--- config.mk ---
export PLATFORM = sky130hd
export DESIGN_NAME = vga_frame_monitor
export DESIGN_NICKNAME = d
export VERILOG_FILES = /design/src/rtl/vga_frame_monitor.sv
export SDC_FILE = /design/constraint.sdc
export NUM_CORES = 1
export LEC_CHECK = 0
export CORE_ASPECT_RATIO = 0.5
export CORE_MARGIN = 2
export CORE_UTILIZATION = 45
export DETAILED_ROUTE_END_ITERATION = 7
export GPL_TIMING_DRIVEN = 0
export PLACE_DENSITY = 0.67
export SKIP_LAST_GASP = 1
export SLEW_MARGIN = 10
export SYNTH_ARGS = -nofsm -noshare
export SYNTH_HDL_FRONTEND = slang
export SYNTH_SLANG_ARGS = --single-unit
export TNS_END_PERCENT = 5
--- constraint.sdc ---
create_clock -name vga_clk -period 7.4 [get_ports vga_clk]
set_clock_uncertainty 0.1 [all_clocks]
set_input_delay 1.11 -clock vga_clk [delete_from_list [all_inputs] [get_ports vga_clk]]
set_output_delay 1.11 -clock vga_clk [all_outputs]
set_load 0.05 [all_outputs]
--- src/rtl/vga_frame_monitor.sv ---
// Receive-side VGA timing checker: locks onto the sync structure, flags timing and
// blanking violations, and publishes a per-frame pixel checksum and frame count.
module vga_frame_monitor #(
  parameter int unsigned H_ACTIVE        = 640,
  parameter int unsigned H_FP            = 16,
  parameter int unsigned H_SYNC          = 96,
  parameter int unsigned H_BP            = 48,
  parameter int unsigned V_ACTIVE        = 480,
  parameter int unsigned V_FP            = 10,
  parameter int unsigned V_SYNC          = 2,
  parameter int unsigned V_BP            = 33,
  parameter bit          SYNC_ACTIVE_LOW = 1'b1,
  parameter int unsigned RGB_W           = 12
) (
  input  logic             vga_clk,
  input  logic             reset,
  input  logic             vga_hsync,
  input  logic             vga_vsync,
  input  logic [RGB_W-1:0] vga_rgb,
  output logic             locked,
  output logic             frame_done,
  output logic [15:0]      frame_crc,
  output logic [15:0]      frame_count,
  output logic             h_err,
  output logic             v_err,
  output logic             blank_err
);

  localparam int unsigned CNT_W   = 11;
  localparam int unsigned H_TOTAL = H_ACTIVE + H_FP + H_SYNC + H_BP;
  localparam int unsigned V_TOTAL = V_ACTIVE + V_FP + V_SYNC + V_BP;
  localparam int unsigned H_LO    = H_SYNC + H_BP;
  localparam int unsigned H_HI    = H_LO + H_ACTIVE;
  localparam int unsigned V_LO    = V_SYNC + V_BP;
  localparam int unsigned V_HI    = V_LO + V_ACTIVE;
  localparam logic [CNT_W-1:0] CNT_MAX = '1;

  typedef enum logic [1:0] {SEARCH, ALIGN, LOCKED} state_t;

  state_t           state;
  logic             hsync_s;
  logic             vsync_s;
  logic [RGB_W-1:0] rgb_s;
  logic             hs_act_q;
  logic             vs_act_q;
  logic [CNT_W-1:0] h_q;
  logic [CNT_W-1:0] v_q;
  logic [15:0]      acc;

  logic             hs_act;
  logic             vs_act;
  logic             h_edge;
  logic             v_edge;
  logic [CNT_W-1:0] h_cur;
  logic [CNT_W-1:0] v_cur;
  logic             in_active;
  logic             h_bad;
  logic             v_bad;
  logic             blank_hit;

  // Position of the sample currently in the sample stage; h_q/v_q hold the previous one.
  assign hs_act    = SYNC_ACTIVE_LOW ? ~hsync_s : hsync_s;
  assign vs_act    = SYNC_ACTIVE_LOW ? ~vsync_s : vsync_s;
  assign h_edge    = hs_act & ~hs_act_q;
  assign v_edge    = vs_act & ~vs_act_q;
  assign h_cur     = h_edge ? '0 : ((h_q == CNT_MAX) ? h_q : h_q + 1'b1);
  assign v_cur     = v_edge ? '0 : (h_edge ? ((v_q == CNT_MAX) ? v_q : v_q + 1'b1) : v_q);
  assign in_active = (h_cur >= CNT_W'(H_LO)) && (h_cur < CNT_W'(H_HI)) &&
                     (v_cur >= CNT_W'(V_LO)) && (v_cur < CNT_W'(V_HI));
  assign h_bad     = h_edge && (h_q != CNT_W'(H_TOTAL - 1));
  assign v_bad     = v_edge && ((v_q != CNT_W'(V_TOTAL - 1)) || !h_edge);
  assign blank_hit = !in_active && (rgb_s != '0);

  always_ff @(posedge vga_clk or posedge reset) begin
    if (reset) begin
      // Sample stage resets to "sync active" so no edge is seen until a real transition.
      hsync_s     <= ~SYNC_ACTIVE_LOW;
      vsync_s     <= ~SYNC_ACTIVE_LOW;
      rgb_s       <= '0;
      hs_act_q    <= 1'b1;
      vs_act_q    <= 1'b1;
      h_q         <= '0;
      v_q         <= '0;
      acc         <= '0;
      state       <= SEARCH;
      locked      <= 1'b0;
      frame_done  <= 1'b0;
      frame_crc   <= '0;
      frame_count <= '0;
      h_err       <= 1'b0;
      v_err       <= 1'b0;
      blank_err   <= 1'b0;
    end else begin
      hsync_s    <= vga_hsync;
      vsync_s    <= vga_vsync;
      rgb_s      <= vga_rgb;
      hs_act_q   <= hs_act;
      vs_act_q   <= vs_act;
      h_q        <= h_cur;
      v_q        <= v_cur;
      frame_done <= 1'b0;

      if (v_edge)
        acc <= '0;
      else if (in_active)
        acc <= {acc[14:0], acc[15]} ^ 16'(rgb_s);

      case (state)
        SEARCH: begin
          if (v_edge) state <= ALIGN;
        end
        ALIGN: begin
          if (h_bad || v_bad) begin
            if (h_bad) h_err <= 1'b1;
            if (v_bad) v_err <= 1'b1;
            state <= SEARCH;
          end else if (v_edge) begin
            state  <= LOCKED;
            locked <= 1'b1;
          end
        end
        LOCKED: begin
          if (blank_hit) blank_err <= 1'b1;
          if (h_bad || v_bad) begin
            if (h_bad) h_err <= 1'b1;
            if (v_bad) v_err <= 1'b1;
            state  <= SEARCH;
            locked <= 1'b0;
          end else if (v_edge) begin
            frame_crc   <= acc;
            frame_count <= frame_count + 16'd1;
            frame_done  <= 1'b1;
          end
        end
        default: begin
          state  <= SEARCH;
          locked <= 1'b0;
        end
      endcase
    end
  end

endmodule

* Word-level counts from Yosys, hierarchy flattened
Index checks and enable logic that the tools add are counted.
** Storage, ports and cells
- Flip-flop bits (word level) :: 93
- Latch bits :: 0
- Bits in writable memories :: 0
- Memory bits (read-only) :: 0
- Word-level logic and storage cells :: 82
- Memories kept :: 0
** Operators by class
- $add $sub $neg :: 3
- Multipliers :: 0
- Divide/modulo/power cells :: 0
- Order comparisons :: 4
- Equal/unequal tests :: 11
- Shifts and indexed selects :: 0
- Muxes and demuxes :: 19
- Bitwise gates (word level) :: 9
- Reduce and logical (&&, ||, !) cells :: 20
** Operator list (number)
- 11-bit two-way mux :: 5
- 16-bit two-way mux :: 2
- 11-bit by 1-bit adder with 11-bit output, second input constant :: 2
- 11-bit equality test, second input constant :: 2
- 11-bit by 10-bit < comparator with 1-bit output, second input constant :: 2
- 11-bit by 10-bit inequality test with 1-bit output, second input constant :: 2
- 16-bit by 1-bit adder with 16-bit output, second input constant :: 1
- 16-bit by 12-bit bitwise XOR with 16-bit output :: 1
- 3-bit AND reduction :: 4
- 12-bit nonzero test :: 1
- 11-bit by 6-bit greater-or-equal comparator with 1-bit output, second input constant :: 1
- 11-bit by 8-bit greater-or-equal comparator with 1-bit output, second input constant :: 1
- 2-bit two-way mux :: 4
- 2-bit inequality test, second input constant :: 4
- 1-bit logical AND :: 6
- 1-bit two-way mux :: 6
- 1-bit inverter :: 6
- 2-bit one-hot mux with 3 select lines :: 1
- 4-bit AND reduction :: 1
- 3-bit inequality test, second input constant :: 1
- 1-bit one-hot mux with 3 select lines :: 1
- 1-bit bitwise AND :: 2
- 2-bit by 1-bit equality test with 1-bit output, second input constant :: 1
- 2-bit equality test, second input constant :: 1
- other kinds (6) :: 8

* Logic depth before layout (Yosys ltp)
Gate-level depths: netlist (run 1).
- Depth after elaboration :: 10
- Depth in mapped cells :: 11
- Mapped depth without buffers :: 9

* Worst setup path before layout (run 1)
Ideal clock, no wire load.
- Kind :: flip-flop to flip-flop
- Start :: register v_q[1]
- End :: register acc[0]
- Arrival :: 2.365 ns
- Path slack :: 4.856 ns
- Cell stages (with the launch flop) :: 11
- Buffers on the path :: 2
- Clock period less this slack :: 2.544 ns
- Cells stage by stage :: dfrtp_1 -> ha_1 -> and3_1 -> buf_2 -> o211a_1 -> a221oi_1 -> nor2_1 -> and4b_4 -> o211ai_4 -> buf_6 -> mux2i_1
** Between the ends
- Cells in the longest elaborated chain, start to end :: 8
- Elaborated cells on any way between the ends :: 10
- Those cells by class :: 1 x add/sub; 2 x order compare; 1 x eq/ne; 3 x mux; 3 x reduce/logical
** Ends and longest elaborated chain
- start: declaration :: RTL line 47 : logic [CNT_W-1:0] v_q;
- start signal: assignment :: RTL line 100 : v_q <= v_cur;
- 11-bit by 1-bit adder with 11-bit output or 11-bit equality test (tied branches) :: RTL line 67 : assign v_cur = v_edge ? '0 : (h_edge ? ((v_q == CNT_MAX) ? v_q : v_q + 1'b1) : v_q);
- 11-bit two-way mux :: RTL line 67
- 11-bit two-way mux * (2 in series) :: RTL line 67
- 11-bit by 6-bit greater-or-equal comparator with 1-bit output :: RTL line 69 : (v_cur >= CNT_W'(V_LO)) && (v_cur < CNT_W'(V_HI));
- 1-bit logical AND :: RTL line 68 : assign in_active = (h_cur >= CNT_W'(H_LO)) && (h_cur < CNT_W'(H_HI)) &&
- 1-bit logical AND * :: RTL line 69
- 2-bit nonzero test (no source line) *
- end signal: assignment :: RTL line 106 : acc <= {acc[14:0], acc[15]} ^ 16'(rgb_s);
- end: declaration :: RTL line 48 : logic [15:0] acc;
Every way passes the cells marked *; elsewhere a longest branch is shown, timed or not.
A chain may end at the register's enable or synchronous reset.

* Worst setup path in the final report (run 1)
- Start :: register v_q[1]
- End :: register acc[8]
Same word-level chain as after synthesis.

==> flow_metrics.tcl, run 1 <==
set metrics [dict create \
    clockBufferDepth 2 \
    cts-buffers-inserted 9 \
    post-synth-top-area-fraction 0.521 \
    clock_sink_count 93 \
    finalNetCount 510 \
    drive_gt1_frac 0.0777 \
    final.min_clock_period_ns 2.97 \
    worst_ep_arrival_time_ns 3.13 \
    critical_path_source_type "register" \
    slew_headroom 0.474 \
    vias 3242 \
    main_synth_ff_type "sky130_fd_sc_hd__dfrtp_1" \
    yosys_register_bits 93 \
    worstMarginPinSlew_ns 0.786 \
    postPlaceCellArea_mm2 0.00509 \
    area_contributors_post_synth "sky130_fd_sc_hd__dfrtp_1 (52%), sky130_fd_sc_hd__nand2_1 (6.4%), sky130_fd_sc_hd__mux2i_1 (4.6%), sky130_fd_sc_hd__xnor2_1 (4.4%), sky130_fd_sc_hd__inv_1 (2.2%)" \
    number_of_antenna_violations_at_the_first_check_in_global_routing 0 \
    floorplan.initialDensity 0.462 \
    timing.final.setup_violations 0 \
    clk_root_buffer_cell "sky130_fd_sc_hd__clkbuf_16" \
    cp_top_family "compound AO/OA/AOI/OAI gates" \
    synth-edff-count 0 \
    cts_htree_levels 3 \
    post-synth-top-count-cell "sky130_fd_sc_hd__dfrtp_1" \
    largest_net_degree_at_the_start_of_global_routing 52 \
    min-delay-start "vsync_s" \
    syn-instance-count 423 \
    timing.hold.ws_ns 0.299 \
    drc_errors 0 \
    synthesis.nets 446 \
    utilization 0.566 \
    cp_max_fo 10 \
    final_cell_area_mm2 0.00535 \
    yosysWarnings 0 \
    antenna-diode-count 0 \
    synth_compound_area_frac 0.0965 \
    hold_path_depth 1 \
    synthDominantAreaCellType "sky130_fd_sc_hd__dfrtp_1" \
    finalPower_mw 1.17 \
    routedWlPerCell_um 13.9 \
    syn_avg_cell_area_um2 10.3 \
    placed_insts 611 \
    critical_path_required_ns 7.56 \
    ctsHoldBuffers 0 \
    final_hold_violation_count 0 \
    synth_top_family_by_area "simple AND/OR/NAND/NOR gates" \
    floorplan.die.width_um 143 \
    worst-r2r-setup-slack_ns 4.43 \
    drt_iter0_drc 247 \
    synth.yosys.seq_area_share 0.533 \
    drv_cap 0 \
    grt.overflow.total 0 \
    grt_usage 0.185 \
    totalWireLength_um 8690 \
    drt.antenna.violating_nets 0 \
    cts_tree "built" \
    firstDrtPassIters 4 \
    die_y_um 73.7 \
    synth_xor_xnor_area_share 0.0662 \
    synthArstFlopShare 1.00 \
    clk_latency_ns 0.34 \
    post_cts_setup_bufs 0 \
    power.ir.vdd_worst_mv 0.147 \
    yosys.area_share.simple 0.197 \
    ios 53 \
    num-fill-cells 865 \
    viasPerCell 5.20 \
    crit_path_cell_trace "ha_1, nand3_2, o32ai_1, a21oi_1, o311a_1, and4b_4, o211ai_4, buf_6, mux2i_1" \
    instances_no_fill 624 \
    setup.worst_path.class "reg2reg" \
    layout-area-overhead-vs-synth_pct 22.5 \
    yosys.cell_types.count 56 \
    dp_slack_ns 4.43 \
    finalMaxSlewViolations 0 \
    synth_common_cells "sky130_fd_sc_hd__dfrtp_1 (91), sky130_fd_sc_hd__nand2_1 (75), sky130_fd_sc_hd__inv_1 (26)" \
    status "completed" \
    floorplan.die_area_mm2 0.0106 \
    p_per_area_mw_per_mm2 219 \
    layout_setup_ws_ns 4.43 \
    hpwlAfterDp_um 6130 \
    layout_worst_path_cycle_share 0.401 \
    critical-path-slowest-cell "sky130_fd_sc_hd__dfrtp_1" \
    syn_area_mm2 0.00437 \
    placementRows 25 \
    r2r-start "v_q[1]" \
    reg2reg_to "acc[8]" \
    cts.clk_slew.worst_paths_ns 0.06 \
    design.core.area_mm2 0.00945 \
    timing.reg2reg.worst_path_depth 9 \
    critical_path.n_buffers_inverters 1 \
    crit_end_category "register" \
    grt_pass1_wl_um 15100 \
    final.setup.tns_ns 0 \
    fraction_of_the_mapped_netlist_area_in_adder_cells 0.0201 \
    worstHoldEndpoint "vs_act_q" \
    fmax_mhz 337 \
    port_buffers 52 \
    static-leakage-power_nw 2.41 \
    hp-class "reg2reg" \
    slowest_delay_ns 0.50 \
    grt_setup_unrepaired "false" \
    post_cts_resized 0 \
    synth.area.mux_share 0.0484 \
    gp_congestion 0.891 \
    grt_pass1_vias 3072 \
]
per-layer routing:
layer | up-vias | global-route usage | share of wire
li1 | 1606 | - | -
met1 | 1574 | 0.258 | 0.50
met2 | 54 | 0.288 | 0.46
met3 | 8 | 0.0495 | 0.039
met4 | 0 | 0.0566 | 0.0089
met5 | - | 0 | 0
report_power, final:
part	internal [mW]	switching, mW	leakage [nW]	total, mW
Sequential	0.538	0.0360	1.23	0.574
Combinational	0.0729	0.107	1.06	0.180
Clock	0.232	0.188	0.123	0.420
worst max path at each step:
stage	startpoint	end	cells after the start
CTS	v_q[1]	acc[8]	9
global route	v_q[1]	acc[8]	9
finish	v_q[1]	acc[8]	9
detailed placement	v_q[1]	acc[8]	9
floorplan	reset	acc[0]	1
global placement	reset	acc[6]	2
cell type report:
| class | count | area (um2) | share of cell area |
|---|---|---|---|
| Buffer | 14 | 67.6 | 0.0126 |
| Clock buffer | 10 | 239 | 0.0447 |
| Clock inverter | 3 | 23.8 | 0.00444 |
| Inverter | 27 | 104 | 0.0194 |
| Multi-Input combinational cell | 289 | 1870 | 0.349 |
| Sequential cell | 93 | 2330 | 0.435 |
| Tap cell | 135 | 169 | 0.0316 |
| Timing Repair Buffer | 53 | 548 | 0.102 |
cell usage in the layout, fill, tap and decap left out, types with 2 or more instances in the layout:
| cell | instances |
|---|---|
| sky130_fd_sc_hd__ha_1 | 7 |
| sky130_fd_sc_hd__a211o_1 | 2 |
| sky130_fd_sc_hd__o21ai_0 | 12 |
| sky130_fd_sc_hd__buf_2 | 5 |
| sky130_fd_sc_hd__a21o_1 | 2 |
| sky130_fd_sc_hd__a21oi_1 | 10 |
| sky130_fd_sc_hd__and2_1 | 3 |
| sky130_fd_sc_hd__o211ai_1 | 3 |
| sky130_fd_sc_hd__nor2b_1 | 2 |
| sky130_fd_sc_hd__o2111ai_1 | 2 |
| sky130_fd_sc_hd__dfrtp_1 | 91 |
| sky130_fd_sc_hd__clkbuf_16 | 9 |
| sky130_fd_sc_hd__clkinvlp_4 | 2 |
| sky130_fd_sc_hd__and3_1 | 4 |
| sky130_fd_sc_hd__mux2i_1 | 20 |
| sky130_fd_sc_hd__nor4b_1 | 3 |
| sky130_fd_sc_hd__a211oi_1 | 3 |
| sky130_fd_sc_hd__and4_1 | 2 |
| sky130_fd_sc_hd__nor4_1 | 8 |
| sky130_fd_sc_hd__xor2_1 | 11 |
| sky130_fd_sc_hd__nand4_1 | 15 |
| sky130_fd_sc_hd__inv_1 | 25 |
| sky130_fd_sc_hd__nor3_1 | 15 |
| sky130_fd_sc_hd__a31oi_1 | 5 |
| sky130_fd_sc_hd__clkbuf_1 | 7 |
| sky130_fd_sc_hd__a21boi_0 | 2 |
| sky130_fd_sc_hd__nand2_1 | 75 |
| sky130_fd_sc_hd__dfstp_2 | 2 |
| sky130_fd_sc_hd__o211a_1 | 2 |
| sky130_fd_sc_hd__xnor2_1 | 22 |
| sky130_fd_sc_hd__clkdlybuf4s50_1 | 52 |
| sky130_fd_sc_hd__nand3_1 | 15 |
| sky130_fd_sc_hd__or2_2 | 2 |
| sky130_fd_sc_hd__nor2_1 | 20 |
flip-flops by register name (all words and copies together), names as in the netlist, 2 cells and up:
signal	count
h_q	11
state	2
rgb_s	12
frame_crc	16
frame_count	16
acc	16
v_q	11
cells by family after synthesis:
logic type	count (synthesis)
xor+xnor	33
buf+inv	41
compound gates	56
flops	93
fa+ha+maj	7
mux	21
simple gates	172
No activity file was read; power rests on OpenSTA's default activity.
==> run 2: changes to the inputs <==
- PLACE_DENSITY: 0.67 -> 0.69
- clock period: 7.4 -> 2.4 ns (I/O delays scaled with it)
==> run 2 against run 1 <==
Compared with the run above:
- the flow now finishes with violations (setup timing)
- final cell count is 3.4% higher
- worst setup slack worse by 4.7 ns
- critical path depth stayed put
- first-iteration DRC count is 21% higher
- critical path type unchanged
- largest cell class unchanged
- largest power group unchanged
==> flow_metrics.tcl, run 2 (synthesized netlist as in run 1, its figures left out) <==
set metrics [dict create \
    final_common_cell "sky130_fd_sc_hd__dfrtp_1" \
    firstDrtPassIters 4 \
    cts_tree "built" \
    totalWireLength_um 9480 \
    drive_gt1_frac 0.161 \
    violations "setup timing" \
    grt_setup_unrepaired "true" \
    static-leakage-power_nw 2.59 \
    regs_by_ff_count "acc (16), frame_count (16), frame_crc (16)" \
    drc_errors 0 \
    crit_path_cell_trace "nand3_1, nor4_2, mux2i_1, nor2b_4, a2111oi_4, o211ai_4, buf_12, buf_8, a31o_4" \
    hpwlAfterDp_um 6270 \
    vias 3366 \
    timing.hold.ws_ns 0.313 \
    clk_latency_ns 0.34 \
    reg_area_mm2 0.00233 \
    floorplan.initialDensity 0.462 \
    critical_path_source_type "register" \
    design.core.area_mm2 0.00945 \
    fmax_mhz 380 \
    grt_pass1_vias 3387 \
    die_y_um 73.7 \
    floorplan.die.width_um 143 \
    final_hold_violation_count 0 \
    routedWlPerCell_um 14.7 \
    worstHoldEndpoint "vs_act_q" \
    drt_iter0_drc 298 \
    largest_net_degree_at_the_start_of_global_routing 38 \
    layout_setup_ws_ns -0.232 \
    reg2reg_to "blank_err" \
    multi_input_area_mm2 0.00201 \
    postPlaceCellArea_mm2 0.00510 \
    instances_no_fill 645 \
    r2r-start "h_q[3]" \
    drv_cap 0 \
    setup.worst_path.class "reg2reg" \
    placed_insts 612 \
    worst_ep_arrival_time_ns 2.77 \
    min-delay-start "vsync_s" \
    cts.clk_slew.worst_paths_ns 0.07 \
    gp_congestion 0.877 \
    worst-r2r-setup-slack_ns -0.23 \
    clockBufferDepth 2 \
    num-fill-cells 791 \
    layout-area-overhead-vs-synth_pct 31.9 \
    grtUsageMet3 0.0639 \
    antenna-diode-count 0 \
    grt.overflow.total 0 \
    hold_path_depth 1 \
    power.ir.vdd_worst_mv 0.391 \
    final.setup.tns_ns -4.20 \
    floorplan.die_area_mm2 0.0106 \
    critical_path_required_ns 2.54 \
    slew_headroom 0.582 \
    gr-usage-met2 0.334 \
    hp-class "reg2reg" \
    timing.final.setup_violations 35 \
    grt_pass1_wl_um 16100 \
    grt.busiest_layer "met2" \
    clk_root_buffer_cell "sky130_fd_sc_hd__clkbuf_16" \
    layout_worst_path_cycle_share 1.10 \
    final_cell_area_mm2 0.00576 \
    number_of_antenna_violations_at_the_first_check_in_global_routing 0 \
    cp_max_fo 6 \
    final_cell_mix "sky130_fd_sc_hd__dfrtp_1 (89), sky130_fd_sc_hd__nand2_1 (74), sky130_fd_sc_hd__clkdlybuf4s50_1 (52)" \
    cts_htree_levels 3 \
    placementRows 25 \
    critical-path-slowest-cell "sky130_fd_sc_hd__dfrtp_1" \
    timing.reg2reg.worst_path_depth 9 \
    clock_sink_count 93 \
    crit_end_category "register" \
    worstMarginPinSlew_ns 0.626 \
    final.min_clock_period_ns 2.63 \
    status "finished with violations" \
    cts-buffers-inserted 9 \
    ios 53 \
    finalMaxSlewViolations 0 \
    slowest_delay_ns 0.42 \
    globalRouteMet1Util 0.250 \
    finalNetCount 528 \
    grt_usage 0.197 \
    viasPerCell 5.22 \
    drt.antenna.violating_nets 0 \
    utilization 0.610 \
    p_per_area_mw_per_mm2 680 \
    port_buffers 52 \
]
[run 2: changes by cell type in the layout (fill, tap and decap cells not counted), moves of 3 or more]
cell	delta
sky130_fd_sc_hd__buf_2	-3
sky130_fd_sc_hd__buf_6	+4
sky130_fd_sc_hd__buf_4	+13
sky130_fd_sc_hd__inv_6	+3
sky130_fd_sc_hd__ha_1	-3
sky130_fd_sc_hd__buf_12	+3
[run 2: power breakdown]
group          total (mW)  switching [mW]  internal, mW
sequential           1.76           0.105          1.66
combinational       0.685           0.384         0.301
clock                1.47           0.642         0.831
total                3.92            1.13          2.79
[run 2: area by class of cell]
cell class / count / share of cell area
Buffer: 13 / 0.0150
Timing Repair Buffer: 72 / 0.129
Clock buffer: 9 / 0.0391
Sequential cell: 93 / 0.405
Multi-Input combinational cell: 289 / 0.349
Tap cell: 135 / 0.0293
Clock inverter: 7 / 0.0154
Inverter: 27 / 0.0187
[run 2: stage by stage]
stage	power, mW	setup WS (ns)
3_3_place_gp	2.34	-0.529
2_1_floorplan	2.17	-0.144
6_report	3.92	-0.232
5_1_grt	4.10	-0.384
3_5_place_dp	2.36	-0.569
4_1_cts	3.92	-0.201
[run 2: repair_timing]
action / 4_1_cts / 5_1_grt
gates resized for setup: 28 / 17
gates cloned: 1 / 1
pin swaps: 13 / 10
setup buffers: 13 / 3
endpoints found under the setup margin: 51 / 48
hold buffers: 0 / 0
[run 2: how the worst max path moves through the flow]
stage           start        endpoint  slack [ns]  depth (start not counted)
3_3_place_gp   v_q[1]          acc[7]       -0.53                          9
5_1_grt        h_q[3]       blank_err       -0.38                          9
2_1_floorplan  v_q[1]          acc[0]       -0.14                         10
3_5_place_dp   v_q[0]  frame_count[9]       -0.57                         10
6_report       h_q[3]       blank_err       -0.23                          9
4_1_cts        h_q[1]       blank_err       -0.20                         11
[run 2: metal layers]
layer	wire length (um)	vias up	part of all wire
met5	0	-	0
met4	146	0	0.015
met3	384	16	0.040
met2	4560	73	0.48
met1	4390	1635	0.46
li1	-	1642	-
[run 2: worst max-delay path: cells and delay by family, from the launching register on]
kind	cells	cell delay (ns)
AOI/OAI and AO/OA	3	0.75
buffers and inverters	2	0.29
DFF	1	0.42
muxes	1	0.38
and+or+nand+nor	3	0.59
==> run 3: changes to the inputs <==
- CORE_UTILIZATION: 45 -> 48
- PLACE_DENSITY: 0.69 -> 0.73
- SKIP_CTS_REPAIR_TIMING: not set -> 1
==> run 3 against run 2 <==
Compared with the run above:
- the flow still finishes with violations (setup timing)
- critical path depth grew 1
- power down 1.5%
- sequential cell count is the same
- clock power is 3% lower
- non-clock buffer count unchanged
- fmax fell by 1.7%
- sequential share of layout area increased by 0.44 points
- critical endpoint unchanged
- largest power group unchanged
==> flow_metrics.tcl, run 3 (synthesized netlist as in run 1, its figures left out) <==
set metrics [dict create \
    timing.reg2reg.worst_path_depth 10 \
    ios 53 \
    placementRows 24 \
    clockBufferDepth 2 \
    instances_no_fill 627 \
    multi_input_area_mm2 0.00199 \
    grt_usage 0.190 \
    cts_tree "built" \
    clock_sink_count 93 \
    port_buffers 52 \
    cp_max_fo 6 \
    floorplan.die_area_mm2 0.00993 \
    die_y_um 71.5 \
    reg_area_mm2 0.00233 \
    routedLengthMet1_um 4310 \
    floorplan.die.width_um 139 \
    setup.worst_path.class "reg2reg" \
    postPlaceCellArea_mm2 0.00511 \
    largest_net_degree_at_the_start_of_global_routing 38 \
    drc_errors 0 \
    drive_gt1_frac 0.157 \
    critical_path_source_type "register" \
    finalMaxSlewViolations 0 \
    antenna-diode-count 0 \
    final_cell_mix "sky130_fd_sc_hd__dfrtp_1 (90), sky130_fd_sc_hd__nand2_1 (75), sky130_fd_sc_hd__clkdlybuf4s50_1 (52)" \
    final.min_clock_period_ns 2.68 \
    num-fill-cells 692 \
    route.met3.wl_um 382 \
    regs_by_ff_count "acc (16), frame_count (16), frame_crc (16)" \
    worst-r2r-setup-slack_ns -0.28 \
    final.setup.tns_ns -4.42 \
    number_of_antenna_violations_at_the_first_check_in_global_routing 0 \
    drv_cap 0 \
    power_switching_share 0.282 \
    reg2reg_to "blank_err" \
    grt_pass1_wl_um 15000 \
    layout-area-overhead-vs-synth_pct 30.4 \
    cts.clk_slew.worst_paths_ns 0.07 \
    violations "setup timing" \
    routedWlPerCell_um 14.8 \
    slew_headroom 0.632 \
    seq_pwr_share 0.457 \
    totalWireLength_um 9270 \
    vias 3332 \
    clkPwrFrac 0.371 \
    final_hold_violation_count 0 \
    viasPerCell 5.31 \
    worst_ep_arrival_time_ns 2.81 \
    design.core.area_mm2 0.00877 \
    power.combinational.fraction 0.172 \
    status "finished with violations" \
    power.ir.vdd_worst_mv 0.472 \
    floorplan.initialDensity 0.498 \
    gp_congestion 0.875 \
    top_layer_used "met4" \
    cts_htree_levels 3 \
    r2r-start "h_q[0]" \
    route.met2.wl_um 4490 \
    grt.overflow.total 0 \
    layout_setup_ws_ns -0.277 \
    drt_iter0_drc 219 \
    worstMarginPinSlew_ns 0.552 \
    power.switching_mw 1.09 \
    cts-buffers-inserted 9 \
    p_per_area_mw_per_mm2 678 \
    final_common_cell "sky130_fd_sc_hd__dfrtp_1" \
    layout_worst_path_cycle_share 1.12 \
    fmax_mhz 374 \
    grt_setup_unrepaired "true" \
    drt.antenna.violating_nets 0 \
    placed_insts 595 \
    crit_end_category "register" \
    finalNetCount 528 \
    timing.final.setup_violations 29 \
    firstDrtPassIters 4 \
    static-leakage-power_nw 2.58 \
    clk_root_buffer_cell "sky130_fd_sc_hd__clkbuf_16" \
    grt_pass1_vias 3158 \
    hp-class "in2async" \
    internal_power_mw 2.77 \
    critical_path_required_ns 2.53 \
    final_cell_area_mm2 0.00570 \
    clk_latency_ns 0.34 \
    hpwlAfterDp_um 6330 \
]
-- run 3: cell count changes in the layout (fill, tap and decap cells not counted), sizes merged --
| cell | before | now |
|---|---|---|
| inv | 30 | 28 |
| clkbuf | 16 | 18 |
| clkinv | 1 | 2 |
| buf | 26 | 25 |
-- run 3: metal layers --
layer | global-route usage | vias up
met1 | 0.253 | 1609
met2 | 0.311 | 62
li1 | - | 1654
met3 | 0.0461 | 7
met5 | 0 | -
met4 | 0.0662 | 0
-- run 3: final cells by class --
class	instances	share of cell area
Multi-Input combinational cell	289	0.349
Buffer	14	0.0162
Clock inverter	6	0.0125
Inverter	27	0.0193
Tap cell	117	0.0257
Clock buffer	10	0.0402
Timing Repair Buffer	71	0.128
Sequential cell	93	0.409
-- run 3: power by group through the flow --
stage | logic, mW | clock network [mW] | registers, mW
after CTS | 0.569 | 1.46 | 1.77
after global routing | 0.733 | 1.53 | 1.78
after detailed placement | 0.566 | 0 | 1.80
after floorplan | 0.305 | 0 | 1.86
final | 0.665 | 1.43 | 1.77
after global placement | 0.543 | 0 | 1.79
-- run 3: critical path: stages (launching register included) --
cell	delay (ns)
sky130_fd_sc_hd__dfrtp_1	0.39
sky130_fd_sc_hd__ha_2	0.22
sky130_fd_sc_hd__and4_1	0.19
sky130_fd_sc_hd__buf_6	0.12
sky130_fd_sc_hd__a21oi_1	0.06
sky130_fd_sc_hd__o211ai_1	0.28
sky130_fd_sc_hd__o2111ai_2	0.19
sky130_fd_sc_hd__a2111oi_4	0.42
sky130_fd_sc_hd__o211ai_4	0.18
sky130_fd_sc_hd__buf_6	0.18
sky130_fd_sc_hd__a31o_2	0.23
-- run 3: metrics by stage --
step / setup WS (ns) / hold slack [ns] / total power, mW / utilization
floorplan: -0.144 / 0.275 / 2.17 / -
global placement: -0.501 / 0.283 / 2.34 / 0.575
detailed placement: -0.505 / 0.291 / 2.36 / 0.583
CTS: -0.517 / 0.259 / 3.80 / 0.617
global route: -0.402 / 0.311 / 4.04 / 0.650
finish: -0.277 / 0.255 / 3.86 / 0.650
-- run 3: worst max-delay path by stage --
stage	from	endpoint	slack, ns	cells after the start
detailed placement	v_q[1]	acc[6]	-0.51	9
finish	h_q[0]	blank_err	-0.28	10
CTS	v_q[1]	acc[6]	-0.52	9
floorplan	v_q[1]	acc[0]	-0.14	10
global route	h_q[0]	blank_err	-0.40	10
global placement	v_q[1]	acc[6]	-0.50	9
